`src/rtl/fft_frame_arbiter.sv`:
```
// Round-robin frame arbiter that shares one FFT core between NCH sample streams
// and steers the core's output frames back to their owners through a tag FIFO.
module fft_frame_arbiter #(
  parameter int NCH       = 2,
  parameter int FRAME     = 64,
  parameter int TAG_DEPTH = 4
) (
  input  logic              clk,
  input  logic              rst,
  input  logic [NCH-1:0]    req_valid,
  output logic [NCH-1:0]    req_ready,
  input  logic [NCH-1:0]    req_inv,
  input  logic [16*NCH-1:0] req_re,
  input  logic [16*NCH-1:0] req_im,
  output logic              core_valid_in,
  output logic              core_sop_in,
  output logic              core_inv,
  output logic [15:0]       core_x_re,
  output logic [15:0]       core_x_im,
  input  logic              core_valid_out,
  input  logic              core_sop_out,
  input  logic [15:0]       core_y_re,
  input  logic [15:0]       core_y_im,
  output logic [NCH-1:0]    out_valid,
  output logic [NCH-1:0]    out_sop,
  output logic [15:0]       out_re,
  output logic [15:0]       out_im,
  output logic              busy,
  output logic              err
);
  localparam int GW = (NCH > 2) ? 2 : 1;
  localparam int PW = $clog2(TAG_DEPTH);
  localparam int CW = $clog2(TAG_DEPTH + 1);

  typedef enum logic {IDLE = 1'b0, STREAM = 1'b1} state_t;

  state_t          state;
  logic [GW-1:0]   gnt;
  logic [GW-1:0]   rr_ptr;
  logic [5:0]      cnt;
  logic [GW-1:0]   tag_mem [TAG_DEPTH];
  logic [PW-1:0]   wr_ptr;
  logic [PW-1:0]   rd_ptr;
  logic [CW-1:0]   count;
  logic [GW-1:0]   cur_tag;
  logic            tag_ok;

  logic            found;
  logic [GW-1:0]   pick;
  logic [GW-1:0]   cand;
  logic            full;
  logic            beat;
  logic            last;
  logic            pop;
  logic [GW-1:0]   next_tag;
  logic            next_ok;
  logic [NCH-1:0]  valid_n;
  logic [NCH-1:0]  sop_n;

  // Scan channels cyclically starting just after the round-robin pointer.
  always_comb begin
    found = 1'b0;
    pick  = rr_ptr;
    cand  = rr_ptr;
    for (int i = 0; i < NCH; i++) begin
      cand = (cand == GW'(NCH - 1)) ? '0 : cand + 1'b1;
      if (!found && req_valid[cand]) begin
        found = 1'b1;
        pick  = cand;
      end
    end
  end

  assign full = (count == CW'(TAG_DEPTH));
  assign beat = (state == STREAM) && req_valid[gnt];
  assign last = beat && (cnt == 6'(FRAME - 1));
  assign pop  = core_sop_out && (count != '0);
  assign busy = (state == STREAM) || (count != '0);

  always_comb begin
    req_ready = '0;
    if (state == STREAM) begin
      req_ready[gnt] = 1'b1;
    end else begin
      req_ready = '0;
    end
  end

  // Grant FSM and the registered input-side mux into the core.
  always_ff @(posedge clk) begin
    if (rst) begin
      state         <= IDLE;
      gnt           <= '0;
      rr_ptr        <= GW'(NCH - 1);
      cnt           <= 6'd0;
      core_valid_in <= 1'b0;
      core_sop_in   <= 1'b0;
      core_inv      <= 1'b0;
      core_x_re     <= 16'd0;
      core_x_im     <= 16'd0;
    end else begin
      core_valid_in <= beat;
      core_sop_in   <= beat && (cnt == 6'd0);
      if (beat) begin
        core_x_re <= req_re[16*gnt +: 16];
        core_x_im <= req_im[16*gnt +: 16];
        cnt       <= cnt + 6'd1;
        if (cnt == 6'd0) begin
          core_inv <= req_inv[gnt];
        end
      end
      case (state)
        IDLE: begin
          if (found && !full) begin
            gnt    <= pick;
            rr_ptr <= pick;
            cnt    <= 6'd0;
            state  <= STREAM;
          end
        end
        STREAM: begin
          if (last) begin
            state <= IDLE;
          end
        end
        default: state <= IDLE;
      endcase
    end
  end

  // Tag FIFO: a simultaneous push and pop leaves occupancy unchanged.
  always_ff @(posedge clk) begin
    if (rst) begin
      wr_ptr <= '0;
      rd_ptr <= '0;
      count  <= '0;
    end else begin
      if (last) begin
        tag_mem[wr_ptr] <= gnt;
        wr_ptr          <= wr_ptr + 1'b1;
      end
      if (pop) begin
        rd_ptr <= rd_ptr + 1'b1;
      end
      count <= count + CW'(last) - CW'(pop);
    end
  end

  // A frame start selects its owner; an untagged frame stays silent throughout.
  assign next_tag = pop ? tag_mem[rd_ptr] : cur_tag;
  assign next_ok  = core_sop_out ? pop : tag_ok;

  always_comb begin
    valid_n = '0;
    sop_n   = '0;
    for (int c = 0; c < NCH; c++) begin
      valid_n[c] = next_ok && (next_tag == GW'(c)) && core_valid_out;
      sop_n[c]   = next_ok && (next_tag == GW'(c)) && core_sop_out;
    end
  end

  // Registered output steering and sticky error flag.
  always_ff @(posedge clk) begin
    if (rst) begin
      cur_tag   <= '0;
      tag_ok    <= 1'b0;
      out_valid <= '0;
      out_sop   <= '0;
      out_re    <= 16'd0;
      out_im    <= 16'd0;
      err       <= 1'b0;
    end else begin
      cur_tag   <= next_tag;
      tag_ok    <= next_ok;
      out_valid <= valid_n;
      out_sop   <= sop_n;
      out_re    <= core_y_re;
      out_im    <= core_y_im;
      if (core_sop_out && !pop) begin
        err <= 1'b1;
      end
    end
  end
endmodule
```
`config.mk`:
```
export PLATFORM = sky130hd
export DESIGN_NAME = fft_frame_arbiter
export DESIGN_NICKNAME = d
export VERILOG_FILES = /design/src/rtl/fft_frame_arbiter.sv
export SDC_FILE = /design/constraint.sdc
export NUM_CORES = 1
export LEC_CHECK = 0
export BUFFER_PORTS_ARGS = -buffer_cell sky130_fd_sc_hd__buf_2
export CORE_ASPECT_RATIO = 0.6
export CORE_MARGIN = 10
export CORE_UTILIZATION = 38
export DETAILED_ROUTE_END_ITERATION = 16
export GPL_TIMING_DRIVEN = 0
export PLACE_DENSITY = 0.65
export SYNTH_ARGS = -nofsm -noshare
export SYNTH_HDL_FRONTEND = slang
export SYNTH_SLANG_ARGS = --single-unit
```
`constraint.sdc`:
```
create_clock -name clk -period 2.6 [get_ports clk]
set_input_delay 0.52 -clock clk [delete_from_list [all_inputs] [get_ports clk]]
set_output_delay 0.52 -clock clk [all_outputs]
set_load 0.03 [all_outputs]
```
# Yosys cells after proc, flatten, opt, wreduce, memory -nomap -nowiden

Memories as Yosys holds them, arrays and structs flattened. A register that Yosys moved wholly into a read port is not among the register bits.
Cells that the tools add are included.

Bits in registers: 90
RAM bits: 4
Output and inout bits: 75
Word-level logic and storage cells: 89
Memories kept: 1

$add $sub $neg: 7
Order comparisons: 4
Equal/unequal tests: 2
Shift-type cells: 2
Mux-type cells: 30
Bitwise logic cells: 2
Reduce and logical (&&, ||, !) cells: 22

Memory list:

| name    | words | width | rd ports | clocked after Yosys merged registers in | wr ports | line | text |
|---|---|---|---|---|---|---|---|
| tag_mem | 4     | 1     | 1        | 1                                       | 1        | 41   | `logic [GW-1:0] tag_mem [TAG_DEPTH];` |

Operator list:

| operator                                                  | count |
|---|---|
| variable part select 32 x 6 -> 16 bit                     | 2 |
| 2-to-1 mux 1 bit                                          | 22 |
| 2-to-1 mux 6 bit                                          | 3 |
| logical AND 1 bit                                         | 14 |
| adder 6 x 1 -> 6 bit (second input constant)              | 1 |
| equality test 6 bit (second input constant)               | 1 |
| zero test 6 bit                                           | 1 |
| < comparator 1 x 2 -> 1 bit (second input constant)       | 3 |
| 2-to-1 mux 2 bit                                          | 3 |
| adder 2 x 1 -> 2 bit (second input constant)              | 2 |
| AND reduction 2 bit                                       | 2 |
| adder 3 x 1 -> 3 bit                                      | 1 |
| equality test 3 bit (second input constant)               | 1 |
| zero test 1 bit                                           | 3 |
| nonzero test 3 bit                                        | 1 |
| subtractor 3 x 1 -> 3 bit                                 | 1 |
| adder 1 bit (second input constant)                       | 2 |
| NOT 1 bit                                                 | 2 |
| case mux 1 bit (2 select lines)                           | 1 |
| demux 1 bit (select 1 bit)                                | 1 |
| greater-or-equal comparator 1 bit (second input constant) | 1 |
| logical OR 1 bit                                          | 1 |

# Depth between registers and ports, before layout

Gate-level depths: netlist of the first run.

Depth after elaboration: 11
Depth in mapped cells: 10
Gate-level depth less buffers: 10

# Worst setup path before layout of the first run

Ideal clock, no wire load.

Path type: register to register
From: register cnt[0]
To: register count[2]
Setup time: 78 ps
Arrival time: 2114 ps
Data required time: 2522 ps
Slack: 408 ps
Cell stages (with the launch flop): 11
Path through: dfxtp_1 ha_1 nand3_1 nor4_4 xnor2_1 ha_1 inv_1 fa_1 xor2_1 and2_1 nor3_1

Cells in the longest elaborated chain, start to end: 4

Ends and longest elaborated chain:

| what                      | line | text |
|---|---|---|
| from (decl)               | 40   | `logic [5:0] cnt;` |
| from (signal assigned)    | 107  | `cnt <= cnt + 6'd1;` |
| equality test 6 bit       | 76   | `assign last = beat && (cnt == 6'(FRAME - 1));` |
| logical AND 1 bit         | 76   |  |
| adder 3 x 1 -> 3 bit      | 145  | `count <= count + CW'(last) - CW'(pop);` |
| subtractor 3 x 1 -> 3 bit | 145  |  |
| to (signal assigned)      | 145  |  |
| to (decl)                 | 44   | `logic [CW-1:0] count;` |

Every way passes these cells.
A chain may end at the register's enable or synchronous reset.

# Worst setup path after layout of the first run

From: register state
To: register count[2]

Cells in the longest elaborated chain, start to end: 4

Ends and longest elaborated chain:

| what                      | line | text |
|---|---|---|
| from (decl)               | 37   | `state_t state;` |
| from (signal assigned)    | 92   | `state <= IDLE;` |
| from (signal assigned)    | 118  | `state <= STREAM;` |
| from (signal assigned)    | 123  | `state <= IDLE;` |
| logical AND 1 bit         | 75   | `assign beat = (state == STREAM) && req_valid[gnt];` |
| logical AND 1 bit         | 76   |  |
| adder 3 x 1 -> 3 bit      | 145  |  |
| subtractor 3 x 1 -> 3 bit | 145  |  |

Every way passes these cells.

==> results.cfg, run 1 <==
[logic_synthesis]
synth_top_cells_by_area = dfxtp_1, a211oi_2, mux2i_1, nor2b_1, a21oi_1
synth.avg_cell_area_um2 = 10.9
synth_ff_type = dfxtp_1
synth_area_mm2 = 0.00394
yosysTopAreaCell = dfxtp_1
synth_fp_nets = 472
synth_seq_cells = 96
syn_inst = 360
synth_edf_count = 4
ys_types = 48
yosys.area.top_type_share_pct = 46.8
yosysSeqAreaShare_pct = 49.9
ys_warn_count = 0
async_flop_share_pct = 0

[power]
p_leak_uw = 0.00231
powerDensity_mw_per_mm2 = 883
peakVddDrop_mv = 0.325
pwr-share-seq_pct = 39.2
p_switching_uw = 1690
p_sw_share_pct = 36.3
power_frac_comb_pct = 34.2
pwr-share-clk_pct = 26.6
power.internal_uw = 2970

[timing]
whs_ps = 388
slew_violations = 0
setup_total_negative_slack_ps = 0
post-route-min-period_ps = 2420
max_freq_mhz = 414
relSlewSlack_pct = 38.7
rsz0062_at_grt = no
setup_viol = 0
worst_slew_pin_slew_ps = 912
hold_violations = 0
period_share_pct = 93.0
fin_worst_skew_ps = 4.84

[worst_setup_path]
crit_chain = buf_2 -> inv_2 -> nor4_4 -> xnor2_1 -> ha_1 -> inv_1 -> fa_1 -> xor2_1 -> and2_1 -> nor3_1
r2r_cells = 10
critPathCaptureType = flop
crit_path_top_delay_cell = nor4_4
setup.worst_path.start_class = flop
crit_family = simple AND/OR/NAND/NOR gates
cp_max_fo = 10
crit_buf_inv = 3
cp.depth = 10
worstPathArrival_ps = 2680
crit_type = flop to flop
cp.required_ps = 2860
max_stage_delay_ps = 490

[floorplanning]
rows = 28
core_area_mm2 = 0.00998
die_area_mm2 = 0.0150
ios = 179
die_h_um = 98.8
dieWidth_um = 151
start_util_pct = 39.4

[clocking]
cts_setup_buffers = 0
cts_tree = yes
cts_buffers = 9
ctsResizeCount = 0
clock_sinks = 96
root_buffer = clkbuf_16
clkSlewWorstSetupHoldPaths_ps = 70
insertion_delay_ps = 330
htree_levels = 3
cts_hold_buf = 0
clk_path_buf_depth = 2

[global_route]
overflow = 0
antenna_found_initial = 0
grt_pass1_wl_mm = 17.8
grt_max_degree = 16
grt_use_total_pct = 14.7
grt_pass1_vias = 3550

[drt]
via_count = 3321
drcViolationCount = 0
dr.pass1.iters = 4
wl_mm = 11.2
drtIter0Drc = 112
via_per_inst = 4.82
ant_nets = 0
avgRoutedWirePerCell_um = 16.2

[hold_path]
hold_path_class = input pin to flop
holdPathStages = 2

[run]
max_cap_violations = 0

[finish]
area_growth_pct = 34.1
drive_above_1_share_pct = 44.8
layout_commonest_cell = buf_2
nets = 661
num_antenna_cells = 0
final_cell_mix = buf_2, dfxtp_1, a21oi_1

[place]
dpl.hpwl_mm = 8.99
place_congestion = 0.779
portBuffers = 178

[status]
status = complete, no violations
## worst paths after layout
check | from | end | slack (ps)
setup reg to reg | state$_SDFF_PP0_ | count[2]$_SDFF_PP0_ | 180
setup / recovery | state$_SDFF_PP0_ | count[2]$_SDFF_PP0_ | 180
hold reg to reg | core_inv$_SDFFE_PP0P_ | core_inv$_SDFFE_PP0P_ | 490
hold / removal | core_y_im[0] | out_im[0]$_SDFF_PP0_ | 390
## power groups by stage
stage	Sequential [uW]	Combinational, uW	Clock [uW]
2_1_floorplan	2140	846	0
3_3_place_gp	1840	1580	0
3_5_place_dp	1850	1610	0
4_1_cts	1820	1610	1270
5_1_grt	1850	1730	1330
6_report	1820	1590	1240
## flip-flops by register name, indices dropped and copies added (netlist names), 2 cells and up, named ones only
register,cells
rd_ptr,2
wr_ptr,2
out_im,16
out_sop,2
count,3
out_re,16
core_x_im,16
core_x_re,16
out_valid,2
cnt,6
tag_mem,4
## cells in the mapped netlist, types with 5 or more instances
master    instances
nor2_1           15
a21oi_1          39
inv_1             9
o21ai_0           5
nand2_1           9
buf_2             6
dfxtp_1          92
ha_1              7
mux2i_1          35
a211oi_2         28
o31ai_1           5
clkbuf_1          9
nor2b_1          33
## worst reg2reg max path, stage by stage (launching register included)
cell and delay [ps]:
dfxtp_1 300, buf_2 230, inv_2 150, nor4_4 490
xnor2_1 180, ha_1 160, inv_1 40, fa_1 370
xor2_1 160, and2_1 170, nor3_1 110
## layout make-up
| type | instances | area, um2 |
|---|---|---|
| buffer | 26 | 151 |
| clock inverter | 5 | 31.3 |
| clock buffer | 11 | 253 |
| tap | 135 | 169 |
| timing repair buffer | 178 | 891 |
| fill | 934 | 4710 |
| sequential | 96 | 1960 |
| inverter | 10 | 37.5 |
| multi-input combinational | 228 | 1780 |
## cell families (layout without fill, tap and decap cells)
logic type | count (synthesis) | after routing | synth area share (%)
XOR/XNOR | 4 | 4 | 0.890
adder cells (fa/ha/maj) | 8 | 8 | 2.73
buffers and inverters | 36 | 230 | 4.80
multiplexers | 40 | 40 | 10.8
flip-flops | 96 | 96 | 49.9
AO/OA/AOI/OAI | 84 | 84 | 17.2
AND/OR/NAND/NOR | 92 | 92 | 13.8
## per-layer routing
layer | global-route usage, % | part of all wire (%)
met1 | 17.1 | 43
met2 | 23.5 | 46
met3 | 7.12 | 9.4
met4 | 4.57 | 1.5
met5 | 0 | 0
## through the flow
step | cells | setup slack (ps) | utilization [%] | total power, uW | cell area [um2]
finish | 689 | 182 | 52.9 | 4660 | 5280
global route | 689 | 22.8 | 52.9 | 4910 | 5280
CTS | 689 | 154 | 52.9 | 4700 | 5280
detailed placement | 673 | 79.6 | 50.0 | 3460 | 4990
global placement | 673 | 116 | 50.0 | 3420 | 4990
floorplan | 360 | 408 | - | 2990 | 3940
(Power assumes the default switching activity.)
==> run 2: changes to the inputs <==
--- a/config.mk
+++ b/config.mk
@@ -8,10 +8,9 @@
 export BUFFER_PORTS_ARGS = -buffer_cell sky130_fd_sc_hd__buf_2
 export CORE_ASPECT_RATIO = 0.6
 export CORE_MARGIN = 10
-export CORE_UTILIZATION = 38
+export CORE_UTILIZATION = 47
 export DETAILED_ROUTE_END_ITERATION = 16
-export GPL_TIMING_DRIVEN = 0
-export PLACE_DENSITY = 0.65
+export PLACE_DENSITY = 0.78
 export SYNTH_ARGS = -nofsm -noshare
 export SYNTH_HDL_FRONTEND = slang
 export SYNTH_SLANG_ARGS = --single-unit
==> results.cfg, run 2 (same netlist as run 1, synthesis figures left out) <==
[power]
pwr-share-clk_pct = 29.0
pwr-share-seq_pct = 38.9
p_leak_uw = 0.00226
power_frac_comb_pct = 32.1
p_sw_share_pct = 35.7
peakVddDrop_mv = 0.409
p_switching_uw = 1680
power.internal_uw = 3030
powerDensity_mw_per_mm2 = 912

[drt]
ant_nets = 0
wl_mm = 10.9
drtIter0Drc = 138
via_count = 3260
avgRoutedWirePerCell_um = 17.0
dr.pass1.iters = 4
drcViolationCount = 0
via_per_inst = 5.09

[finish]
area_growth_pct = 31.4
num_antenna_cells = 0
layout_commonest_cell = buf_2
multi_input_area_mm2 = 0.00179
nets = 640
final_cell_mix = buf_2, dfxtp_1, a21oi_1
area.sequential_mm2 = 0.00196
drive_above_1_share_pct = 44.8
fillers = 686

[place]
place_congestion = 0.764
dpl.hpwl_mm = 8.20
portBuffers = 178

[clocking]
cts_buffers = 9
cts_hold_buf = 0
clk_path_buf_depth = 2
cts_setup_buffers = 0
insertion_delay_ps = 340
ctsResizeCount = 0
cts_tree = yes
root_buffer = clkbuf_16
htree_levels = 3
clock_sinks = 96
clkSlewWorstSetupHoldPaths_ps = 70

[hold_path]
hold_path_class = input pin to flop

[timing]
post-route-min-period_ps = 2330
rsz0062_at_grt = no
setup_viol = 0
fin_worst_skew_ps = 3.71
relSlewSlack_pct = 27.3
setup_total_negative_slack_ps = 0
whs_ps = 387
hold_violations = 0
max_freq_mhz = 429
period_share_pct = 89.6
worst_slew_pin_slew_ps = 1090
slew_violations = 0

[floorplanning]
dieWidth_um = 138
core_area_mm2 = 0.00801
rows = 25
die_area_mm2 = 0.0126
start_util_pct = 49.1
die_h_um = 90.9
ios = 179

[global_route]
grt_pass1_wl_mm = 17.7
grt_max_degree = 55
antenna_found_initial = 1
grt_pass1_vias = 3416
grt_use_total_pct = 17.0
overflow = 0

[worst_setup_path]
critPathCaptureType = flop
max_stage_delay_ps = 380
setup.worst_path.start_class = flop
worstPathArrival_ps = 2580
crit_chain = ha_1 -> nand3_1 -> nor4_4 -> xnor2_1 -> ha_1 -> inv_1 -> fa_1 -> xor2_1 -> and2_1 -> nor3_1
cp_max_fo = 4
cp.required_ps = 2850
worst_path_most_repeated_cell = ha_1
crit_path_top_delay_cell = dfxtp_1
crit_type = flop to flop

[run]
max_cap_violations = 0

[status]
status = complete, no violations
==> run 2: layout make-up <==
cell class                      instances  share of cell area (%)
Inverter                               10                   0.726
Clock buffer                           10                    4.84
Tap cell                              108                    2.61
Timing Repair Buffer                  183                    18.0
Multi-Input combinational cell        228                    34.6
Clock inverter                          6                    1.26
Sequential cell                        96                    38.0
==> run 2: worst paths after layout <==
check                              from  cells past startpoint                    end  slack [ps]
hold reg to reg   core_inv$_SDFFE_PP0P_                      2  core_inv$_SDFFE_PP0P_         460
hold / removal             core_y_re[7]                      2   out_re[7]$_SDFF_PP0_         390
setup reg to reg      cnt[0]$_SDFF_PP0_                     10    count[2]$_SDFF_PP0_         270
setup / recovery      cnt[0]$_SDFF_PP0_                     10    count[2]$_SDFF_PP0_         270
==> run 2: power groups by stage <==
stage               Sequential, uW  Combinational [uW]  Clock (uW)
global route                  1870                1650        1460
global placement              1860                1490           0
CTS                           1830                1530        1400
finish                        1840                1520        1370
detailed placement            1860                1520           0
floorplan                     2140                 846           0
==> run 2: critical path: cells and delay by family (launching register included) <==
family	cells	cell delay, ps
fa+ha+maj	3	740
simple gates	4	730
flops	1	380
xor+xnor	2	320
buf+inv	1	50
==> run 2: per-layer routing <==
layer  GRT usage (%)  up-vias  part of all wire [%]
met5               0        -                     0
met4            4.98        0                  0.93
met3            8.25        9                   9.0
met2            27.9      109                    48
met1            19.1     1522                    42
li1                -     1620                     -
==> run 2: metrics by stage <==
stage               std cells  worst slack [ps]  total power (uW)  instance area [um2]  utilization, %
floorplan                 360               408              2990                 3940               -
global placement          625               344              3350                 4860            60.6
detailed placement        625               271              3390                 4860            60.6
CTS                       641               305              4770                 5170            64.6
global route              641               120              4970                 5170            64.6
finish                    641               271              4720                 5170            64.6
==> run 3: changes to the inputs <==
--- a/config.mk
+++ b/config.mk
@@ -6,7 +6,7 @@
 export NUM_CORES = 1
 export LEC_CHECK = 0
 export BUFFER_PORTS_ARGS = -buffer_cell sky130_fd_sc_hd__buf_2
-export CORE_ASPECT_RATIO = 0.6
+export CORE_ASPECT_RATIO = 1.4
 export CORE_MARGIN = 10
 export CORE_UTILIZATION = 47
 export DETAILED_ROUTE_END_ITERATION = 16
==> results.cfg, run 3 (same netlist as run 1, synthesis figures left out) <==
[status]
status = complete, no violations

[place]
place_congestion = 0.828
dpl.hpwl_mm = 8.08
portBuffers = 178
pre_cts_slack_ps = 262

[timing]
worst_slew_pin_slew_ps = 1070
period_share_pct = 87.2
max_freq_mhz = 441
hold_violations = 0
relSlewSlack_pct = 28.7
setup_viol = 0
post-route-min-period_ps = 2270
fin_ws_ps = 333
setup_total_negative_slack_ps = 0
rsz0062_at_grt = no
fin_worst_skew_ps = 6.79
slew_violations = 0

[drt]
ant_nets = 0
dr.pass1.iters = 4
drtIter0Drc = 61
wl_mm = 10.6
via_per_inst = 5.12
via_count = 3259
avgRoutedWirePerCell_um = 16.7
drcViolationCount = 0

[clocking]
root_buffer = clkbuf_16
clkSlewWorstSetupHoldPaths_ps = 70
clock_sinks = 96
htree_levels = 3
cts_setup_buffers = 0
clk_path_buf_depth = 2
ctsResizeCount = 0
cts_buffers = 9
cts_tree = yes
insertion_delay_ps = 340
cts_hold_buf = 0

[global_route]
grt_max_degree = 73
grt_pass1_vias = 3511
antenna_found_initial = 0
grt_pass1_wl_mm = 17.1
grt_use_total_pct = 16.3
overflow = 0

[worst_setup_path]
crit_path_top_delay_cell = dfxtp_1
cp.required_ps = 2870
crit_buf_inv = 1
crit_chain = ha_1 -> nand3_1 -> nor4_4 -> xnor2_1 -> ha_1 -> inv_1 -> fa_1 -> xor2_1 -> and2_1 -> nor3_1
critPathCaptureType = flop
setup.worst_path.start_class = flop
crit_family = adder cells
rrSetupSlack_ps = 330
worstPathArrival_ps = 2540
worst_path_most_repeated_cell = ha_1
crit_type = flop to flop
max_stage_delay_ps = 380
cp_max_fo = 4

[finish]
area_growth_pct = 31.2
fillers = 679
nets = 641
num_antenna_cells = 0
layout_commonest_cell = buf_2
drive_above_1_share_pct = 44.9
post-route-util_pct = 63.4
final_cell_mix = buf_2, dfxtp_1, a21oi_1

[power]
p_total_uw = 4660
power.internal_uw = 2920
pwr-share-clk_pct = 28.2
power_frac_comb_pct = 32.5
p_sw_share_pct = 37.4
peakVddDrop_mv = 0.543
p_leak_uw = 0.00226
p_switching_uw = 1740
powerDensity_mw_per_mm2 = 902
pwr-share-seq_pct = 39.3

[floorplanning]
die_h_um = 128
rows = 39
core_area_mm2 = 0.00815
start_util_pct = 48.3
die_area_mm2 = 0.0125
dieWidth_um = 97.3
ios = 179

[hold_path]
hold_path_class = input pin to flop

[run]
max_cap_violations = 0
[run 3: path summary, 6_finish.rpt]
| check | from | end | depth (start not counted) |
|---|---|---|---|
| worst min-delay path | core_y_re[11] | out_re[11]$_SDFF_PP0_ | 2 |
| worst max-delay path | cnt[1]$_SDFF_PP0_ | count[2]$_SDFF_PP0_ | 10 |
| worst min register to register | core_inv$_SDFFE_PP0P_ | core_inv$_SDFFE_PP0P_ | 2 |
| worst max register to register | cnt[1]$_SDFF_PP0_ | count[2]$_SDFF_PP0_ | 10 |
[run 3: routing by layer]
layer  GRT usage (%)  up-vias  wire length, um
met1            16.0     1532             3910
met2            31.4       96             5990
met3            4.75       13              548
met4            6.26        0              196
met5               0        -                0
li1                -     1618                -
[run 3: worst register-to-register path, stage by stage, from the launching register on]
cell	delay [ps]
dfxtp_1	380
ha_1	210
nand3_1	140
nor4_4	290
xnor2_1	160
ha_1	160
inv_1	50
fa_1	370
xor2_1	160
and2_1	170
nor3_1	120
[run 3: power groups by stage]
stage	registers (uW)	logic, uW	clock network, uW
global route	1860	1640	1390
detailed placement	1860	1530	0
floorplan	2140	846	0
finish	1830	1520	1310
global placement	1850	1490	0
CTS	1830	1530	1340
[run 3: cell type report]
type / instances / area (um2) / share of cell area [%]
Inverter: 10 / 37.5 / 0.727
Clock buffer: 9 / 225 / 4.36
Multi-Input combinational cell: 228 / 1790 / 34.6
Tap cell: 102 / 128 / 2.47
Sequential cell: 96 / 1960 / 38.0
Clock inverter: 7 / 70.1 / 1.36
Timing Repair Buffer: 184 / 951 / 18.4
[run 3: stage by stage]
| step | cell area (um2) | hold WS [ps] | std cells |
|---|---|---|---|
| after floorplan | 3940 | 457 | 360 |
| after global placement | 4870 | 449 | 620 |
| after detailed placement | 4870 | 459 | 620 |
| after CTS | 5160 | 369 | 636 |
| after global routing | 5160 | 369 | 636 |
| final | 5160 | 379 | 636 |
